File: config.mk
export PLATFORM = sky130hd
export DESIGN_NAME = bus_control_sequencer
export DESIGN_NICKNAME = d
export VERILOG_FILES = /design/src/rtl/bus_control_sequencer.sv
export SDC_FILE = /design/constraint.sdc
export NUM_CORES = 1
export LEC_CHECK = 0
export CORE_ASPECT_RATIO = 0.9
export CORE_MARGIN = 2
export CORE_UTILIZATION = 34
export DETAILED_ROUTE_END_ITERATION = 12
export PLACE_DENSITY = 0.89
export SLEW_MARGIN = 20
export SYNTH_ARGS = -nofsm -noshare
export SYNTH_HDL_FRONTEND = slang
export SYNTH_SLANG_ARGS = --single-unit
File: constraint.sdc
create_clock -name clk -period 1.89 [get_ports clk]
set_input_delay 0.189 -clock clk [delete_from_list [all_inputs] [get_ports clk]]
set_output_delay 0.189 -clock clk [all_outputs]
set_load 0.03 [all_outputs]
File: src/rtl/bus_control_sequencer.sv
// rtl/bus_control_sequencer.sv - fetch/decode/interrupt sequencer for the Basic Computer
//
// Purpose:
//   Steps through the T0-T2 fetch/decode cycle and the RT0-RT2 interrupt cycle.
//   Drives the 3-bit common-bus select and the register/memory micro-op strobes.
//   Hands each decoded instruction to the execute unit with a start/done handshake.
//   Bus source map: 0 none, 1 AR, 2 PC, 3 DR, 4 AC, 5 IR, 6 TR, 7 MEM.
//
// Ports:
//   clk, rst          system clock; synchronous active-high reset
//   ir_in             current IR contents (opcode = [IR_W-2:IR_W-4], I bit = MSB)
//   exec_done         execute unit finished the instruction (sampled only in EXEC)
//   halt_req          HLT executed (sampled only in EXEC)
//   ien_set, ien_clr  ION / IOF micro-ops
//   fgi, fgo          input/output flags
//   bus_sel           common bus select
//   ar_load ... mem_write  Moore micro-op strobes
//   exec_start        one-cycle pulse on the first EXEC cycle
//   d_op, i_bit       registered opcode decode and indirect bit
//   ien, r_flag       interrupt-enable and interrupt-cycle flip-flops
//   halted            high while in HALT
module bus_control_sequencer #(
    parameter int IR_W = 16
) (
    input  logic            clk,
    input  logic            rst,
    input  logic [IR_W-1:0] ir_in,
    input  logic            exec_done,
    input  logic            halt_req,
    input  logic            ien_set,
    input  logic            ien_clr,
    input  logic            fgi,
    input  logic            fgo,
    output logic [2:0]      bus_sel,
    output logic            ar_load,
    output logic            ar_clr,
    output logic            pc_inc,
    output logic            pc_clr,
    output logic            ir_load,
    output logic            tr_load,
    output logic            mem_read,
    output logic            mem_write,
    output logic            exec_start,
    output logic [7:0]      d_op,
    output logic            i_bit,
    output logic            ien,
    output logic            r_flag,
    output logic            halted
);

    typedef enum logic [2:0] {
        S_F0   = 3'd0,
        S_F1   = 3'd1,
        S_F2   = 3'd2,
        S_EXEC = 3'd3,
        S_INT0 = 3'd4,
        S_INT1 = 3'd5,
        S_INT2 = 3'd6,
        S_HALT = 3'd7
    } state_t;

    localparam logic [2:0] BUS_NONE = 3'd0;
    localparam logic [2:0] BUS_PC   = 3'd2;
    localparam logic [2:0] BUS_IR   = 3'd5;
    localparam logic [2:0] BUS_TR   = 3'd6;
    localparam logic [2:0] BUS_MEM  = 3'd7;

    state_t     state_q, state_d;
    logic [7:0] d_op_q, d_op_d;
    logic       i_bit_q, i_bit_d;
    logic       ien_q, ien_d;
    logic       r_flag_q, r_flag_d;
    logic       exec_start_q, exec_start_d;
    logic       int_cond;

    // Only the opcode and I bit of the IR matter here; the address field is ignored.
    logic unused_ir_addr;
    assign unused_ir_addr = ^ir_in[IR_W-5:0];

    // Interrupt request seen in EXEC this cycle, using the registered enable.
    assign int_cond = (state_q == S_EXEC) && ien_q && (fgi || fgo);

    always_ff @(posedge clk) begin
        if (rst) begin
            state_q      <= S_F0;
            d_op_q       <= 8'd0;
            i_bit_q      <= 1'b0;
            ien_q        <= 1'b0;
            r_flag_q     <= 1'b0;
            exec_start_q <= 1'b0;
        end else begin
            state_q      <= state_d;
            d_op_q       <= d_op_d;
            i_bit_q      <= i_bit_d;
            ien_q        <= ien_d;
            r_flag_q     <= r_flag_d;
            exec_start_q <= exec_start_d;
        end
    end

    always_comb begin
        state_d      = state_q;
        d_op_d       = d_op_q;
        i_bit_d      = i_bit_q;
        r_flag_d     = r_flag_q | int_cond;
        exec_start_d = 1'b0;
        bus_sel      = BUS_NONE;
        ar_load      = 1'b0;
        ar_clr       = 1'b0;
        pc_inc       = 1'b0;
        pc_clr       = 1'b0;
        ir_load      = 1'b0;
        tr_load      = 1'b0;
        mem_read     = 1'b0;
        mem_write    = 1'b0;
        halted       = 1'b0;

        // Clear wins over set; the INT2 clear below wins over both.
        ien_d = ien_q;
        if (ien_set) ien_d = 1'b1;
        if (ien_clr) ien_d = 1'b0;

        unique case (state_q)
            S_F0: begin
                bus_sel = BUS_PC;
                ar_load = 1'b1;
                state_d = S_F1;
            end
            S_F1: begin
                bus_sel  = BUS_MEM;
                mem_read = 1'b1;
                ir_load  = 1'b1;
                pc_inc   = 1'b1;
                state_d  = S_F2;
            end
            S_F2: begin
                bus_sel      = BUS_IR;
                ar_load      = 1'b1;
                d_op_d       = 8'd1 << ir_in[IR_W-2:IR_W-4];
                i_bit_d      = ir_in[IR_W-1];
                exec_start_d = 1'b1;
                state_d      = S_EXEC;
            end
            S_EXEC: begin
                if (halt_req) begin
                    state_d = S_HALT;
                end else if (exec_done) begin
                    state_d = (r_flag_q || int_cond) ? S_INT0 : S_F0;
                end
            end
            S_INT0: begin
                ar_clr  = 1'b1;
                bus_sel = BUS_PC;
                tr_load = 1'b1;
                state_d = S_INT1;
            end
            S_INT1: begin
                bus_sel   = BUS_TR;
                mem_write = 1'b1;
                pc_clr    = 1'b1;
                state_d   = S_INT2;
            end
            S_INT2: begin
                pc_inc   = 1'b1;
                ien_d    = 1'b0;
                r_flag_d = 1'b0;
                state_d  = S_F0;
            end
            S_HALT: begin
                halted = 1'b1;
            end
            default: begin
                state_d = S_F0;
            end
        endcase
    end

    assign exec_start = exec_start_q;
    assign d_op       = d_op_q;
    assign i_bit      = i_bit_q;
    assign ien        = ien_q;
    assign r_flag     = r_flag_q;

endmodule
==> run_results.csv, run 1 <==
group,metric,value,unit
floorplanning,die_w,51.51,um
worst_setup_path,cp.required,1700,ps
floorplanning,rows,15,
worst_setup_path,worst_path_max_delay_cell,"clkdlybuf4s50_1",
clock_network,cts_setup_buffers,0,
yosys,netlist_area,690.7,um2
clock_network,hold_buffers,0,
yosys,syn_nets,110,
place,io_buffers,35,
sta,fmax,559.9,MHz
worst_setup_path,arrival,1600,ps
routing,vias_per_cell,4.993,
routing,route.detailed.wl_per_inst,12.26,um
place,preCtsSetupSlack,139.1,ps
yosys,yosysWarnings,0,
yosys,synth_seq_cells,15,
sta,tightestPinTransition,468.9,ps
power_and_ir_drop,p_leak,0.4885,nW
yosys,yosysTopAreaCellShare,43.48,%
routing,first_pass_iters,4,
cells_and_area,final_cell_area,1100,um2
cells_and_area,drive_gt1_share,10.57,%
yosys,synth_edf_count,0,
cells_and_area,layout.nets,148,
run,cap_violations,0,
clock_network,cts_resized,8,
sta,setup_viol,0,
clock_network,h-tree-depth,1,
global_route,grtUsageTotal,16.90,%
power_and_ir_drop,clkPwrFrac,24.6,%
global_route,grt_max_degree,14,
worst_setup_path,cpPeakStageDelay,700,ps
yosys,synth_commonest_cells,"15 x dfxtp_1, 15 x nand2_1, 11 x a21oi_1",
place,placedCellCount,144,
sta,period_share,94.50,%
place,placed_area,1077,um2
sta,layout_setup_ws,103.9,ps
routing,drc_errors,0,
outcome,outcome,"complete, no violations",
cells_and_area,fin_cells,148,
global_route,grt_first_pass_wirelength,2932,um
routing,wl,1815,um
clock_network,clockBufferDepth,2,
clock_network,root_buffer,"clkbuf_4",
sta,maxSlewViolCount,0,
yosys,avgSynthCellArea,8.031,um2
worst_setup_path,crit_fanout,5,
power_and_ir_drop,peakVddDrop,347.6,uV
routing,ant_nets,0,
cells_and_area,antenna_cells,0,
power_and_ir_drop,p_sw_share,32.38,%
routing,dr_total_vias,739,
yosys,synth.distinct_cells,25,
sta,relSlewSlack,68.64,%
yosys,synth_seq_area_share,43.48,%
floorplanning,initial_core_util,36.08,%
routing,drt-initial-drc-count,16,
sta,finalHoldViolCount,0,
worst_setup_path,crit_chain,"buf_4, nor2_1, clkdlybuf4s50_1",
worst_setup_path,critPathLaunchType,"flip-flop",
power_and_ir_drop,seq_power_share,45.4,%
global_route,overflow,0,
sta,period_minus_slack,1786,ps
clock_network,cts_buffers,3,
yosys,syn_inst,86,
sta,finClkSkew,3.847,ps
floorplanning,die_y,46.76,um
clock_network,cts_tree,"done",
yosys,async_flop_share,0,%
clock_network,clock_sinks,15,
sta,fin_setup_tns,0,ps
place,dp_hpwl,1448,um
power_and_ir_drop,netSwitchingPower,0.2404,mW
yosys,yosysTopAreaCell,"dfxtp_1",
min_path,hp-class,"in -> reg",
power_and_ir_drop,power_frac_comb,30.0,%
yosys,ys.flop_type,"dfxtp_1",
sta,rsz0062_at_grt,"false",
clock_network,clkTransAtPathRegs,90,ps
global_route,antenna_found_initial,0,
cells_and_area,syn_to_final_growth,59.24,%
clock_network,worstSkewPairLatency,280,ps
floorplanning,dieArea,2408,um2
yosys,synthTopCellsByArea,"dfxtp_1 43%, nand2_1 8.2%, a21oi_1 8.0%, buf_4 4.3%, nor2_1 3.8%",
global_route,grt_pass1_vias,678,
worst_setup_path,critPathKind,"reg -> out",
place,gp_congestion,0.7863,
power_and_ir_drop,powerDensity,674.9,nW/um2
power_and_ir_drop,p_int,0.5019,mW
floorplanning,core_region_area,1914,um2
worst_setup_path,cp-end-kind,"output port",
cells_and_area,final_util,57.45,%
floorplanning,io_pins,48,
## routing by layer
metal	wire length [um]	track usage, %
met5	0	0
met4	56	11.58
met3	82	4.140
met2	936	31.28
met1	739	17.32
## logic make-up after synthesis
kind of cell	after synthesis	share of synthesized area [%]
compound gates	16	13.22
flops	15	43.48
simple gates	44	35.15
buf+inv	11	8.152
## registers in the layout, summed over array words and instances, names as in the netlist
signal and flops:
ien 1, state_q 3, i_bit 1, d_op 8, r_flag 1, exec_start 1
## worst max-delay path, delay by kind of cell (launching register included)
family	cells	cell delay [ps]
simple gates	1	110
flops	1	350
buf+inv	2	860
## layout by cell type (no fill, tap or decap), types with 2 or more instances in the layout
cell	count
clkdlybuf4s50_1	25
nor2_1	7
and3_1	2
nor3_1	3
or4b_1	2
a21oi_1	11
dlygate4sd2_1	8
buf_4	6
inv_1	3
a21o_1	2
nand2_1	15
nor2b_1	2
dlymetal6s2s_1	2
dfxtp_1	15
nand4b_1	3
clkbuf_4	3
## power by group through the flow
stage	Clock, mW	Combinational (mW)	Sequential [mW]
floorplan	0	0.117	0.355
global placement	0	0.228	0.343
detailed placement	0	0.235	0.344
CTS	0.187	0.224	0.337
global route	0.208	0.239	0.338
finish	0.183	0.223	0.337
## area by class of cell
| type | count | area (um2) |
|---|---|---|
| clock inverters | 1 | 5.005 |
| repair buffers | 41 | 390.4 |
| fillers | 172 | 814.5 |
| flip-flops and latches | 15 | 300.3 |
| clock buffers | 3 | 22.52 |
| well taps | 25 | 31.28 |
| inverters | 3 | 11.26 |
| multi-input cells | 60 | 339.1 |
## path summary, 6_finish.rpt
path	start	to	slack, ps	cells past startpoint
min reg2reg	d_op[6]$_SDFFE_PP0P_	d_op[6]$_SDFFE_PP0P_	460	2
min	ien_clr	ien$_SDFFE_PP0P_	440	2
max	state_q[0]$_SDFFE_PP0P_	ar_load	100	3
max reg2reg	state_q[0]$_SDFFE_PP0P_	d_op[1]$_SDFFE_PP0P_	250	4
## per-stage QoR
stage / power, mW / hold slack [ps]
final: 0.7423 / 443.6
after global routing: 0.7854 / 433.6
after CTS: 0.7479 / 442.6
after detailed placement: 0.5790 / 442.1
after global placement: 0.5706 / 437.3
after floorplan: 0.4727 / 267.7
(Power assumes the default switching activity.)
==> run 2, diff against run 1 <==
--- a/config.mk
+++ b/config.mk
@@ -10,7 +10,6 @@
 export CORE_UTILIZATION = 34
 export DETAILED_ROUTE_END_ITERATION = 12
 export PLACE_DENSITY = 0.89
-export SLEW_MARGIN = 20
 export SYNTH_ARGS = -nofsm -noshare
 export SYNTH_HDL_FRONTEND = slang
 export SYNTH_SLANG_ARGS = --single-unit
==> results of run 2 <==
No change in the layout: final DEF, timing and power equal those of run 1.
